[config.mk]
export PLATFORM = sky130hd
export DESIGN_NAME = serdes_link_ctrl_flat
export DESIGN_NICKNAME = d
export VERILOG_FILES = /design/src/rtl/serdes_link_if.sv /design/src/rtl/serdes_link_ctrl.sv /design/src/flat_wrapper.sv
export SDC_FILE = /design/constraint.sdc
export NUM_CORES = 1
export LEC_CHECK = 0
export BUFFER_PORTS_ARGS = -buffer_cell sky130_fd_sc_hd__buf_2
export CAP_MARGIN = 25
export CORE_AREA = 4 4 57 80
export CTS_BUF_LIST = sky130_fd_sc_hd__clkbuf_8 sky130_fd_sc_hd__clkbuf_16
export DETAILED_ROUTE_END_ITERATION = 10
export DIE_AREA = 0 0 61 84
export PLACE_DENSITY = 0.67
export SLEW_MARGIN = 20
export SYNTH_ARGS = -nofsm -noshare
export SYNTH_HDL_FRONTEND = slang
export SYNTH_SLANG_ARGS = --single-unit
[constraint.sdc]
create_clock -name clk -period 2 [get_ports clk]
set_clock_uncertainty 0.2 [all_clocks]
set_input_delay 0.2 -clock clk [delete_from_list [all_inputs] [get_ports clk]]
set_output_delay 0.2 -clock clk [all_outputs]
set_load 0.02 [all_outputs]
[src/rtl/serdes_link_if.sv]
// rtl/serdes_link_if.sv - deserializer word input and RX FIFO write port bundle
// master: deserializer/FIFO side, slave: link controller side.
interface serdes_link_if #(
  parameter int DATA_W = 8
) ();
  logic [DATA_W-1:0] rx_data;
  logic              rx_valid;
  logic              rx_wr_en;
  logic [DATA_W-1:0] rx_wr_data;

  modport master (output rx_data, rx_valid, input rx_wr_en, rx_wr_data);
  modport slave  (input rx_data, rx_valid, output rx_wr_en, rx_wr_data);
endinterface

[src/rtl/serdes_link_ctrl.sv]
// rtl/serdes_link_ctrl.sv - LVDS lane reset, bitslip word alignment and RX gating
// Optional LINK_STATS_EN adds slip_total and relock_cnt statistics outputs.
module serdes_link_ctrl #(
  parameter int                DATA_W        = 8,
  parameter logic [DATA_W-1:0] TRAIN_PATTERN = 8'h5C,
  parameter int                RST_CYCLES    = 16,
  parameter int                SLIP_WAIT     = 4,
  parameter int                LOCK_MATCHES  = 8,
  parameter int                MAX_SLIPS     = 16
) (
  input  logic        clk,
  input  logic        res_n,
  input  logic        train_req,
  input  logic        serdes_ready,
  serdes_link_if.slave rx,
  output logic        serdes_rst,
  output logic        bitslip,
  output logic        link_up,
  output logic        link_fail,
  output logic [7:0]  slip_cnt,
  output logic [2:0]  state
`ifdef LINK_STATS_EN
  ,
  output logic [15:0] slip_total,
  output logic [7:0]  relock_cnt
`endif
);

  localparam int HOLD_W  = $clog2(RST_CYCLES + 1);
  localparam int WAIT_W  = $clog2(SLIP_WAIT + 1);
  localparam int MATCH_W = $clog2(LOCK_MATCHES + 1);
  localparam logic [HOLD_W-1:0]  HOLD_LAST  = HOLD_W'(RST_CYCLES - 1);
  localparam logic [WAIT_W-1:0]  WAIT_LAST  = WAIT_W'(SLIP_WAIT - 1);
  localparam logic [MATCH_W-1:0] MATCH_LAST = MATCH_W'(LOCK_MATCHES - 1);
  localparam logic [7:0]         SLIP_MAX   = 8'(MAX_SLIPS);

  typedef enum logic [2:0] {
    ST_RST_HOLD  = 3'd0,
    ST_WAIT_RDY  = 3'd1,
    ST_COMPARE   = 3'd2,
    ST_SLIP      = 3'd3,
    ST_SLIP_WAIT = 3'd4,
    ST_LINKED    = 3'd5,
    ST_FAIL      = 3'd6
  } state_e;

  state_e              state_q, state_d;
  logic [HOLD_W-1:0]   hold_q, hold_d;
  logic [WAIT_W-1:0]   wait_q, wait_d;
  logic [MATCH_W-1:0]  match_q, match_d;
  logic [7:0]          slip_q, slip_d;
  logic                wr_en_q, wr_en_d;
  logic [DATA_W-1:0]   wr_data_q, wr_data_d;
  logic                ready_lost;

  // FAIL is excluded so a failed attempt stays visible until train_req.
  assign ready_lost = !serdes_ready &&
                      (state_q inside {ST_COMPARE, ST_SLIP, ST_SLIP_WAIT, ST_LINKED});

  always_comb begin
    state_d   = state_q;
    hold_d    = '0;
    wait_d    = '0;
    match_d   = '0;
    slip_d    = slip_q;
    wr_en_d   = 1'b0;
    wr_data_d = wr_data_q;
    case (state_q)
      ST_RST_HOLD: begin
        if (hold_q == HOLD_LAST) state_d = ST_WAIT_RDY;
        else                     hold_d  = hold_q + 1'b1;
      end
      ST_WAIT_RDY: begin
        if (serdes_ready) state_d = ST_COMPARE;
      end
      ST_COMPARE: begin
        match_d = match_q;
        if (rx.rx_valid) begin
          if (rx.rx_data == TRAIN_PATTERN) begin
            if (match_q == MATCH_LAST) begin
              state_d = ST_LINKED;
              match_d = '0;
            end else begin
              match_d = match_q + 1'b1;
            end
          end else begin
            match_d = '0;
            state_d = (slip_q == SLIP_MAX) ? ST_FAIL : ST_SLIP;
          end
        end
      end
      ST_SLIP: begin
        if (slip_q != SLIP_MAX) slip_d = slip_q + 1'b1;
        state_d = ST_SLIP_WAIT;
      end
      ST_SLIP_WAIT: begin
        if (wait_q == WAIT_LAST) state_d = ST_COMPARE;
        else                     wait_d  = wait_q + 1'b1;
      end
      ST_LINKED: begin
        wr_en_d   = rx.rx_valid;
        wr_data_d = rx.rx_data;
      end
      ST_FAIL: ;
      default: state_d = ST_RST_HOLD;
    endcase
    // Exits from LINKED never let the in-flight word reach the FIFO.
    if (ready_lost) begin
      state_d   = ST_RST_HOLD;
      match_d   = '0;
      hold_d    = '0;
      wait_d    = '0;
      wr_en_d   = 1'b0;
      wr_data_d = wr_data_q;
    end else if (train_req) begin
      state_d   = ST_WAIT_RDY;
      slip_d    = '0;
      match_d   = '0;
      hold_d    = '0;
      wait_d    = '0;
      wr_en_d   = 1'b0;
      wr_data_d = wr_data_q;
    end
  end

  always_ff @(posedge clk) begin
    if (!res_n) begin
      state_q   <= ST_RST_HOLD;
      hold_q    <= '0;
      wait_q    <= '0;
      match_q   <= '0;
      slip_q    <= '0;
      wr_en_q   <= 1'b0;
      wr_data_q <= '0;
    end else begin
      state_q   <= state_d;
      hold_q    <= hold_d;
      wait_q    <= wait_d;
      match_q   <= match_d;
      slip_q    <= slip_d;
      wr_en_q   <= wr_en_d;
      wr_data_q <= wr_data_d;
    end
  end

  assign serdes_rst    = (state_q == ST_RST_HOLD);
  assign bitslip       = (state_q == ST_SLIP);
  assign link_up       = (state_q == ST_LINKED);
  assign link_fail     = (state_q == ST_FAIL);
  assign slip_cnt      = slip_q;
  assign state         = state_q;
  assign rx.rx_wr_en   = wr_en_q;
  assign rx.rx_wr_data = wr_data_q;

`ifdef LINK_STATS_EN
  logic [15:0] slip_total_q;
  logic [7:0]  relock_q;

  always_ff @(posedge clk) begin
    if (!res_n) begin
      slip_total_q <= '0;
      relock_q     <= '0;
    end else begin
      if (state_q == ST_SLIP && slip_total_q != '1) slip_total_q <= slip_total_q + 1'b1;
      if (ready_lost && state_q == ST_LINKED && relock_q != '1) relock_q <= relock_q + 1'b1;
    end
  end

  assign slip_total = slip_total_q;
  assign relock_cnt = relock_q;
`endif

endmodule

[src/flat_wrapper.sv]
// flat-port wrapper written by rule: the top's interface ports become plain ports
module serdes_link_ctrl_flat 
#(
  parameter int                DATA_W        = 8,
  parameter logic [DATA_W-1:0] TRAIN_PATTERN = 8'h5C,
  parameter int                RST_CYCLES    = 16,
  parameter int                SLIP_WAIT     = 4,
  parameter int                LOCK_MATCHES  = 8,
  parameter int                MAX_SLIPS     = 16
)
  (clk, res_n, train_req, serdes_ready, serdes_rst, bitslip, link_up, link_fail, slip_cnt, state, rx_rx_data, rx_rx_valid, rx_rx_wr_en, rx_rx_wr_data);
  serdes_link_if #(.DATA_W(DATA_W)) rx_i ();
  input  logic clk;
  input  logic res_n;
  input  logic train_req;
  input  logic serdes_ready;
  output logic serdes_rst;
  output logic bitslip;
  output logic link_up;
  output logic link_fail;
  output logic [7:0] slip_cnt;
  output logic [2:0] state;
  input wire logic [$bits(rx_i.rx_data)-1:0] rx_rx_data;
  input wire logic [$bits(rx_i.rx_valid)-1:0] rx_rx_valid;
  output wire logic [$bits(rx_i.rx_wr_en)-1:0] rx_rx_wr_en;
  output wire logic [$bits(rx_i.rx_wr_data)-1:0] rx_rx_wr_data;
  assign rx_i.rx_data = rx_rx_data;
  assign rx_i.rx_valid = rx_rx_valid;
  assign rx_rx_wr_en = rx_i.rx_wr_en;
  assign rx_rx_wr_data = rx_i.rx_wr_data;
  serdes_link_ctrl #(.DATA_W(DATA_W), .TRAIN_PATTERN(TRAIN_PATTERN), .RST_CYCLES(RST_CYCLES), .SLIP_WAIT(SLIP_WAIT), .LOCK_MATCHES(LOCK_MATCHES), .MAX_SLIPS(MAX_SLIPS)) u_core (.clk(clk), .res_n(res_n), .train_req(train_req), .serdes_ready(serdes_ready), .rx(rx_i), .serdes_rst(serdes_rst), .bitslip(bitslip), .link_up(link_up), .link_fail(link_fail), .slip_cnt(slip_cnt), .state(state));
endmodule
# After elaboration in Yosys (flattened, before gate mapping)
# Index checks and enable logic that the tools add are counted.
[classes]
n_addsub = 4
n_eq_ne = 23
n_mux = 15
n_bitwise = 8
n_reduce_logical = 14
[op_table]
columns = ["operator", "count"]
rows = [
  ["2-to-1 mux 8 bit", 4],
  ["2-to-1 mux 3 bit", 7],
  ["case mux 3 bit (6 select lines)", 1],
  ["inequality test 3 bit, second input constant", 4],
  ["AND reduction 6 bit", 2],
  ["OR reduction 5 bit", 2],
  ["== test 3 x 2 -> 1 bit, second input constant", 3],
  ["== test 3 bit, second input constant", 3],
  ["adder 8 x 1 -> 8 bit, second input constant", 1],
  ["== test 8 x 5 -> 1 bit, second input constant", 1],
  ["== test 8 x 7 -> 1 bit, second input constant", 1],
  ["2-to-1 mux 4 bit", 2],
  ["inequality test 8 x 5 -> 1 bit, second input constant", 1],
  ["NOT 1 bit", 8],
  ["OR reduction 4 bit", 2],
  ["inequality test 2 bit, second input constant", 3],
  ["adder 5 x 1 -> 5 bit, second input constant", 1],
  ["== test 5 x 4 -> 1 bit, second input constant", 1],
  ["adder 4 x 1 -> 4 bit, second input constant", 1],
  ["== test 4 x 3 -> 1 bit, second input constant", 1],
  ["inequality test 2 x 1 -> 1 bit, second input constant", 2],
  ["inequality test 4 bit, second input constant", 1],
  ["nonzero test 4 bit", 1],
  ["OR reduction 2 bit", 2],
  ["9 further kinds", 9],
]
[word_totals]
ff_bits = 32
in_bits = 13
output_inout_bits = 24
wordCells = 72

# Logic depth before layout (Yosys ltp)
# Gate-level depths: netlist of run 1.
[logic_depth]
depth_word = 6
depth_mapped = 7
mapped_depth_nobuf = 7

# Least setup slack after synthesis of run 1
# Ideal clock, no wire load.
[synth_timing]
path_kind = "register to register"
start = "reg u_core.state_q[1], in the netlist u_core.state[1]"
end = "reg u_core.hold_q[2]"
setup_ns = 0.064
arrival_ns = 1.495
required_time_ns = 1.736
setup_slack_ns = 0.240
stages_incl_launch_ff = 5
period_less_slack_ns = 1.760
cell_sequence = "dfxtp_1 -> buf_6 -> nor3_2 -> or3b_4 -> nor2_1"
[synth_between]
elab_cells_between_ends = 9
cone_classes = "eq/ne: 4; bitwise: 1; reduce/logical: 4"
[synth_lines]
columns = ["item", "line_no", "source"]
rows = [
  ["start, declared", "serdes_link_ctrl.sv:47", "state_e state_q, state_d;"],
  ["start signal, assigned", "serdes_link_ctrl.sv:136", "state_q <= state_d;"],
  ["zero test 3 bit", "--", ""],
  ["named net serdes_rst", "flat_wrapper.sv:17", "output logic serdes_rst;"],
  ["NOT 1 bit (no source line)", "--", ""],
  ["OR reduction 5 bit (no source line)", "--", ""],
  ["end signal, assigned", "serdes_link_ctrl.sv:137", "hold_q <= hold_d;"],
  ["end, declared", "serdes_link_ctrl.sv:48", "logic [HOLD_W-1:0] hold_q, hold_d;"],
]
# The timed path passes the listed nets, and every way through them passes these cells.
# A chain may end at the register's enable or synchronous reset.

# Worst setup path in the final report of run 1
[layout_timing]
start = "in rx_rx_data[0]"
end = "reg u_core.state_q[0], in the netlist u_core.state[0]"
[layout_between]
elab_chain_cells = 5
elab_cells_between_ends = 7
cone_classes = "eq/ne: 2; mux: 4; reduce/logical: 1"
[layout_lines]
columns = ["item", "line_no", "source"]
rows = [
  ["start, declared", "flat_wrapper.sv:23", "input wire logic [$bits(rx_i.rx_data)-1:0] rx_rx_data;"],
  ["== test 8 x 7 -> 1 bit *", "serdes_link_ctrl.sv:79", "if (rx.rx_data == TRAIN_PATTERN) begin"],
  ["2-to-1 mux 3 bit", "serdes_link_ctrl.sv:79", ""],
  ["2-to-1 mux 3 bit", "serdes_link_ctrl.sv:78", "if (rx.rx_valid) begin"],
  ["case mux 3 bit (6 select lines)", "serdes_link_ctrl.sv:68", "case (state_q)"],
  ["2-to-1 mux 1 bit", "serdes_link_ctrl.sv:115", "end else if (train_req) begin"],
]
# Every way passes the cells marked *; elsewhere a longest branch is shown, timed or not. The select of a mux whose other input is x is not followed.

==> impl_metrics.ini, run 1 <==
[synth]
netlist_area_sq_um = 1700
synthFlopType = dfxtp_1
async_flop_share_pct = 0
yosys_warnings = 0
synth_edf_count = 0
seq_area_frac_synth_pct = 37.8
yosys.area.top_type = dfxtp_1
avgSynthCellArea_sq_um = 9.59
synth_fp_nets = 197
netlist_instances = 177
synth_cell_types = 47
ys_ff_latch = 32
synth_top_area_share_pct = 37.8
synthTopCellsByArea = dfxtp_1, mux2i_1, ha_1

[power]
vdd_drop_max_uv = 495
p_per_area_nw_per_um2 = 631
leakagePower_nw = 0.841

[clocking]
h-tree-depth = 2
cts_tree = done
post_cts_buffers = 0
cts_made_buffers = 5
clk_path_buf_depth = 2
cts_sinks = 32
clk_pin_slew_worst_paths_ns = 0.06
clkLatencyLatePin_ns = 0.28
clock-root-buffer = clkbuf_8

[die]
initial_core_util_pct = 44.1
die_h_microns = 84
num_rows = 27
die_w_microns = 61
core-area_sq_um = 3850
dieArea_sq_um = 5120
io_pins = 37

[setup_path]
end_kind = flop
ff2ff_setup_slack_ns = 0.18
start_kind = input pin
arrival_ns = 1.83
crit_path_max_fanout = 5
worstSetupPathType = in -> reg
critPathRequiredTime_ns = 1.98
reg2reg_depth = 4
r2r_start = u_core.state[1]
r2r-end = u_core.rx.rx_wr_data[1]

[global_routing]
gr-total-overflow = 0
grt_usage_pct = 15.4
grt_pass1_wl_microns = 5990
grt_pass1_vias = 1386
grt_max_degree = 14
grt_antenna_before_repair = 0

[detailed_routing]
drtPass1Iterations = 4
via_per_inst = 5.33
wirelength_microns = 3480
wire_per_inst_microns = 13.3
via_count = 1390
initialDrtViolationCount = 25
detail-route-antenna-nets = 0
post-route-drc-count = 0

[worst_hold_path]
min_to = u_core.rx.rx_wr_data[7]
worst_hold_path_type = in -> reg
min-delay-start = rx_rx_data[7]
hold_depth = 3

[timing]
setup_viol = 0
maxSlewViolCount = 0
fin_crit_sh_pct = 92.3
layout_min_cycle_time_ns = 1.85
grt_setup_unrepaired = false
tns_ns = 0
slew_headroom_pct = 67.4
worst_pin_slew_ns = 0.490
hold_viol = 0
max_freq_ghz = 0.541

[cells_and_area]
fin_nets = 238
final_cell_mix = buf_2, dfxtp_1, nor2_1
layout_commonest_cell = buf_2
final_core_utilization_pct = 52.5
antenna_cells = 0
drive_gt1_share_pct = 27.5
syn2layout_area_growth_pct = 19.2

[status]
status = complete, no violations

[placement]
port-buffer-count = 36
dp_hpwl_microns = 2680
gp_congestion = 0.841

[run]
maxCapViolCount = 0
## worst max-delay path, cell delays in order
cell and delay [ns]:
dlygate4sd3_1 0.53, buf_2 0.13, nand4bb_4 0.22, nor2_1 0.32, o21ai_0 0.17, a221oi_1 0.27
## kinds of logic (layout without fill, tap and decap cells)
logic type                 Yosys count  in the layout  share of synthesized area (%)
and+or+nand+nor                     75             75                           28.7
DFF                                 32             32                           37.8
AOI/OAI and AO/OA                   26             26                           11.7
buffers and inverters               16             57                           4.79
xor gates and xnor gates            12             12                           6.64
muxes                                9              9                           5.31
adders and majority gates            7              7                           5.16
## what timing repair did
| action | in CTS | in global routing |
|---|---|---|
| resized for setup | 0 | 3 |
| hold buffers | 1 | 0 |
| hold endpoints to repair | 1 | 0 |
| endpoints found under the setup margin | 0 | 3 |
## registers in the layout, summed over array words and instances (netlist names)
name,cells
u_core.rx.rx_wr_en,1
u_core.hold_q,5
u_core.wait_q,3
u_core.slip_cnt,8
u_core.state,3
u_core.match_q,4
u_core.rx.rx_wr_data,8
## where the power goes
part           internal (mW)  switching [mW]
logic                 0.0448          0.0522
clock network          0.306           0.224
registers              0.642         0.00782
## synth_stat cells, drive strengths merged (4+ instances only)
master	number
xnor2	6
buf	5
ha	7
nand4	4
nand2	10
inv	9
nor2b	9
nor2	18
nor4	5
mux2i	9
nor3	5
xor2	6
a21oi	8
dfxtp	32
nand2b	6
## metal layers
layer  up-vias  GRT usage (%)  part of all wire (%)
met4         0           6.51                   1.8
li1        705              -                     -
met1       654           16.8                    41
met5         -              0                     0
met3         8           4.49                   4.7
met2        23           26.4                    52
## through the flow
stage | hold slack (ns) | instances | total power [mW] | setup WS [ns] | instance area [sq um]
after CTS | 0.00104 | 261 | 1.30 | 0.0441 | 2020
after detailed placement | 0.227 | 253 | 0.760 | 0.175 | 1910
after floorplan | 0.148 | 177 | 0.722 | 0.240 | 1700
after global placement | 0.221 | 253 | 0.760 | 0.203 | 1910
final | 0.000215 | 261 | 1.28 | 0.153 | 2020
after global routing | 0.0212 | 261 | 1.33 | 0.00586 | 2020
## area by class of cell
cell class              count  area, sq um
clock buffers               7         96.3
fillers                   400         1830
inverters                   9         33.8
multi-input cells         129          975
flip-flops and latches     32          644
well taps                  43         53.8
repair buffers             41          220
## worst max path at each step
stage / startpoint / to
final: rx_rx_data[0] / u_core.state[0]
after CTS: u_core.state[0] / bitslip
after global routing: rx_rx_data[0] / u_core.state[0]
after global placement: u_core.state[2] / u_core.rx.rx_wr_data[5]
after floorplan: u_core.state[1] / u_core.hold_q[2]
after detailed placement: u_core.state[1] / u_core.rx.rx_wr_data[5]
Power figures use the tool's default switching activity.
==> run 2, diff against run 1 <==
--- a/config.mk
+++ b/config.mk
@@ -7,11 +7,11 @@
 export LEC_CHECK = 0
 export BUFFER_PORTS_ARGS = -buffer_cell sky130_fd_sc_hd__buf_2
 export CAP_MARGIN = 25
-export CORE_AREA = 4 4 57 80
+export CORE_AREA = 4 4 52 89
 export CTS_BUF_LIST = sky130_fd_sc_hd__clkbuf_8 sky130_fd_sc_hd__clkbuf_16
 export DETAILED_ROUTE_END_ITERATION = 10
-export DIE_AREA = 0 0 61 84
-export PLACE_DENSITY = 0.67
+export DIE_AREA = 0 0 56 93
+export PLACE_DENSITY = 0.66
 export SLEW_MARGIN = 20
 export SYNTH_ARGS = -nofsm -noshare
 export SYNTH_HDL_FRONTEND = slang
==> run 2 against run 1 <==
Net effect: clock-buffer cell count is 1 lower; sequential share of layout area shrank 0.77 points; clock power down 7.7%; largest cell class unchanged.
==> impl_metrics.ini, run 2 (same netlist as run 1, synthesis figures left out) <==
[timing]
hold_viol = 0
fin_crit_sh_pct = 92.6
maxSlewViolCount = 0
grt_setup_unrepaired = false
tns_ns = 0
setup_viol = 0
worst_pin_slew_ns = 0.450
slew_headroom_pct = 69.9
max_freq_ghz = 0.540
layout_min_cycle_time_ns = 1.85
worst_hold_slack_ns = 0.0328

[worst_hold_path]
hold_depth = 3
min_to = u_core.rx.rx_wr_data[6]
worst_hold_path_type = in -> reg
min-delay-start = rx_rx_data[6]

[clocking]
clk_pin_slew_worst_paths_ns = 0.06
cts_sinks = 32
h-tree-depth = 2
clkLatencyLatePin_ns = 0.28
cts_made_buffers = 5
clk_path_buf_depth = 2
cts_tree = done
clock-root-buffer = clkbuf_8

[setup_path]
ff2ff_setup_slack_ns = 0.20
reg2reg_depth = 7
worstSetupPathType = in -> reg
arrival_ns = 1.80
end_kind = flop
cp_top_family = compound AO/OA/AOI/OAI gates
start_kind = input pin
r2r-end = u_core.state[0]
crit_chain = dlygate4sd3_1, buf_2, nand4bb_4, o31a_1, o31ai_1, a221oi_1
slowest_delay_ns = 0.54
r2r_start = u_core.hold_q[0]
cpMaxStageDelayCell = dlygate4sd3_1
critPathRequiredTime_ns = 1.95
crit_buf_inv = 2
crit_path_max_fanout = 5

[global_routing]
grt_pass1_vias = 1379
grt_usage_pct = 14.5
grt_max_degree = 14
gr-total-overflow = 0
grt_antenna_before_repair = 0
grt_pass1_wl_microns = 6040

[detailed_routing]
post-route-drc-count = 0
detail-route-antenna-nets = 0
via_per_inst = 5.21
wire_per_inst_microns = 13.0
via_count = 1417
drtPass1Iterations = 4
wirelength_microns = 3550
initialDrtViolationCount = 23

[die]
io_pins = 37
die_h_microns = 93
dieArea_sq_um = 5210
initial_core_util_pct = 43.5
num_rows = 30
die_w_microns = 56
core-area_sq_um = 3900

[placement]
gp_congestion = 0.799
port-buffer-count = 36
place_area_sq_um = 1930
dp_hpwl_microns = 2720

[run]
maxCapViolCount = 0

[cells_and_area]
syn2layout_area_growth_pct = 22.0
drive_gt1_share_pct = 27.2
layout_commonest_cell = buf_2
fin_area_sq_um = 2070
fin_nets = 243
antenna_cells = 0
final_cell_mix = buf_2, dfxtp_1, nor2_1

[power]
leakagePower_nw = 0.867
vdd_drop_max_uv = 439
p_per_area_nw_per_um2 = 600

[status]
status = complete, no violations
run 2: changes by cell type in the layout (fill, tap and decap cells not counted):
cell / previous run / this run
nor2_2: 0 / 1
buf_4: 4 / 6
clkbuf_8: 7 / 6
dfxtp_2: 3 / 2
dlygate4sd3_1: 1 / 4
inv_1: 8 / 10
dfxtp_1: 29 / 30
nor2_1: 18 / 17
run 2: per-stage QoR:
stage / util (%) / setup slack, ns / instances / total power, mW
floorplan: - / 0.240 / 177 / 0.722
global placement: 49.6 / 0.263 / 260 / 0.760
detailed placement: 49.6 / 0.188 / 260 / 0.760
CTS: 52.9 / 0.0362 / 272 / 1.26
global route: 53.0 / 0.0151 / 272 / 1.30
finish: 53.0 / 0.148 / 272 / 1.24
run 2: worst max-delay path by stage:
stage                     startpoint  cells past startpoint               end  slack (ns)
floorplan            u_core.state[1]                      4  u_core.hold_q[2]        0.24
global placement    u_core.hold_q[0]                      7   u_core.state[0]        0.26
detailed placement  u_core.hold_q[0]                      7   u_core.state[0]        0.19
CTS                  u_core.state[2]                      4         link_fail        0.04
global route           rx_rx_data[1]                      6   u_core.state[0]        0.02
finish                 rx_rx_data[1]                      6   u_core.state[0]        0.15
run 2: layer usage:
| metal | vias to the layer above | track usage [%] | routed length, microns |
|---|---|---|---|
| met5 | - | 0 | 0 |
| met4 | 0 | 4.75 | 17 |
| met3 | 2 | 4.97 | 251 |
| met2 | 42 | 26.2 | 1880 |
| met1 | 655 | 15.6 | 1390 |
| li1 | 718 | - | - |
run 2: layout make-up:
class,count,area (sq um)
clock buffer,6,82.6
clock inverter,2,7.51
fill,384,1830
inverter,9,33.8
multi-input combinational,129,977
sequential,32,643
tap,48,60.1
timing repair buffer,46,265
run 2: worst min-delay path: cells and delay by family:
family | cells | cell delay, ns
buffers and inverters | 1 | 0.11
muxes | 1 | 0.07
and+or+nand+nor | 1 | 0.09
run 2: where the power goes:
| part | internal [mW] | total (mW) | switching (mW) |
|---|---|---|---|
| logic | 0.0490 | 0.103 | 0.0542 |
| clock network | 0.270 | 0.489 | 0.219 |
| registers | 0.642 | 0.649 | 0.00720 |
| total | 0.961 | 1.24 | 0.280 |
run 2: repair_timing:
item / in CTS / in global routing
hold endpoints to repair: 4 / 0
buffers inserted: 0 / 0
hold buffers: 4 / 0
gates resized for setup: 0 / 3
endpoints found under the setup margin: 0 / 3
==> run 3, diff against run 2 <==
--- a/config.mk
+++ b/config.mk
@@ -11,6 +11,7 @@
 export CTS_BUF_LIST = sky130_fd_sc_hd__clkbuf_8 sky130_fd_sc_hd__clkbuf_16
 export DETAILED_ROUTE_END_ITERATION = 10
 export DIE_AREA = 0 0 56 93
+export GPL_TIMING_DRIVEN = 0
 export PLACE_DENSITY = 0.66
 export SLEW_MARGIN = 20
 export SYNTH_ARGS = -nofsm -noshare
==> run 3 against run 2 <==
Net effect: final area decreased by 0.12%; register-to-register slack got worse by 0.06 ns; sequential share of layout area is essentially flat; maximum frequency fell by 3.7%; hold slack worse by 0.015 ns; critical path type unchanged.
==> impl_metrics.ini, run 3 (same netlist as run 1, synthesis figures left out) <==
[worst_hold_path]
worst_hold_path_type = in -> reg
hold_depth = 3
min-delay-start = rx_rx_data[6]

[setup_path]
cpMaxStageDelayCell = dlygate4sd3_1
worstSetupPathType = in -> reg
critPathRequiredTime_ns = 1.95
end_kind = flop
cp-startpoint = rx_rx_data[1]
slowest_delay_ns = 0.53
crit_chain = dlygate4sd3_1, buf_2, nand4bb_4, o31a_1, o31ai_1, a221oi_1
start_kind = input pin
arrival_ns = 1.87
crit_path_max_fanout = 5
reg2reg_depth = 7
crit_buf_inv = 2
crit_cells = 6
r2r_start = u_core.hold_q[0]
cp_top_family = compound AO/OA/AOI/OAI gates

[cells_and_area]
final_cell_mix = buf_2, dfxtp_1, nor2_1
antenna_cells = 0
multiInputGateArea_sq_um = 975
regArea_sq_um = 642
syn2layout_area_growth_pct = 21.8
layout_commonest_cell = buf_2
fill_cells = 398
drive_gt1_share_pct = 25.9
fin_nets = 243

[detailed_routing]
drtPass1Iterations = 4
via_count = 1411
wirelength_microns = 3620
detail-route-antenna-nets = 0
post-route-drc-count = 0
via_per_inst = 5.19
initialDrtViolationCount = 27
wire_per_inst_microns = 13.3

[timing]
fin_crit_sh_pct = 96.1
hold_viol = 0
fin_ws_ns = 0.0775
layout_min_cycle_time_ns = 1.92
maxSlewViolCount = 0
tns_ns = 0
grt_setup_unrepaired = false
setup_viol = 0
worst_pin_slew_ns = 0.490
slew_headroom_pct = 67.2
max_freq_ghz = 0.520

[global_routing]
grt_pass1_vias = 1467
grt_pass1_wl_microns = 6360
grt_max_degree = 11
grt_antenna_before_repair = 0
grt_usage_pct = 15.4
gr-total-overflow = 0

[power]
leakagePower_nw = 0.856
finalPower_mw = 1.26
p_per_area_nw_per_um2 = 611
vdd_drop_max_uv = 409

[clocking]
clk_pin_slew_worst_paths_ns = 0.07
h-tree-depth = 2
cts_sinks = 32
post_cts_buffers = 0
clock-root-buffer = clkbuf_8
clk_path_buf_depth = 2
cts_made_buffers = 5
clkLatencyLatePin_ns = 0.29
cts_tree = done

[status]
status = complete, no violations

[placement]
port-buffer-count = 35
place_ws_ns = 0.107
dp_hpwl_microns = 2770
gp_congestion = 0.767

[die]
die_w_microns = 56
num_rows = 30
dieArea_sq_um = 5210
initial_core_util_pct = 43.5
die_h_microns = 93
core-area_sq_um = 3900
io_pins = 37

[run]
maxCapViolCount = 0
[run 3: cell count changes in the layout (fill, tap and decap cells not counted)]
cell / before / now
nor2_1: 17 / 18
buf_4: 6 / 1
clkinvlp_4: 0 / 1
clkbuf_1: 0 / 2
buf_6: 0 / 2
nor2_2: 1 / 0
dfxtp_1: 30 / 31
inv_1: 10 / 9
buf_2: 36 / 37
dfxtp_2: 2 / 1
[run 3: repair_timing]
item | CTS | global route
setup endpoints to repair | 0 | 2
hold endpoints to repair | 4 | 0
hold buffers | 4 | 0
gates resized for setup | 0 | 1
[run 3: cell type report]
class                   instances  share of cell area [%]
plain buffers                   7                    2.30
clock buffers                   6                    4.00
clock inverters                 2                   0.545
inverters                       9                    1.63
multi-input cells             129                    47.2
flip-flops and latches         32                    31.1
well taps                      48                    2.91
repair buffers                 39                    10.4
[run 3: worst reg2reg max path, stage by stage, from the launching register on]
cell      delay, ns
dfxtp_1        0.36
ha_1           0.18
and3_1         0.15
ha_1           0.16
mux2i_1        0.08
o221ai_2       0.23
o31ai_1        0.15
a221oi_1       0.26
[run 3: report_power, final]
part / internal, mW / switching (mW)
clock network: 0.274 / 0.239
logic: 0.0471 / 0.0590
registers: 0.641 / 0.00301
total: 0.962 / 0.301
[run 3: stage by stage]
step                cells  cell area (sq um)  utilization, %  hold slack [ns]
floorplan             177               1700               -            0.148
global placement      260               1930            49.5            0.228
detailed placement    260               1930            49.5            0.231
CTS                   272               2070            52.9           0.0153
global route          272               2070            52.9           0.0393
finish                272               2070            52.9           0.0174
[run 3: path summary, 6_finish.rpt]
check                                          endpoint  slack, ns
worst max register to register          u_core.state[0]       0.14
worst max-delay path                    u_core.state[0]       0.08
worst min register to register         u_core.wait_q[0]       0.23
worst min-delay path            u_core.rx.rx_wr_data[6]       0.02
[run 3: routing by layer]
layer  part of all wire, %  global-route usage [%]  vias to the layer above  routed length, microns
li1                      -                       -                      713                       -
met1                    39                    15.9                      643                    1410
met2                    52                    26.9                       44                    1880
met3                   6.2                    4.56                       11                     226
met4                   3.0                    9.11                        0                     110
met5                     0                       0                        -                       0
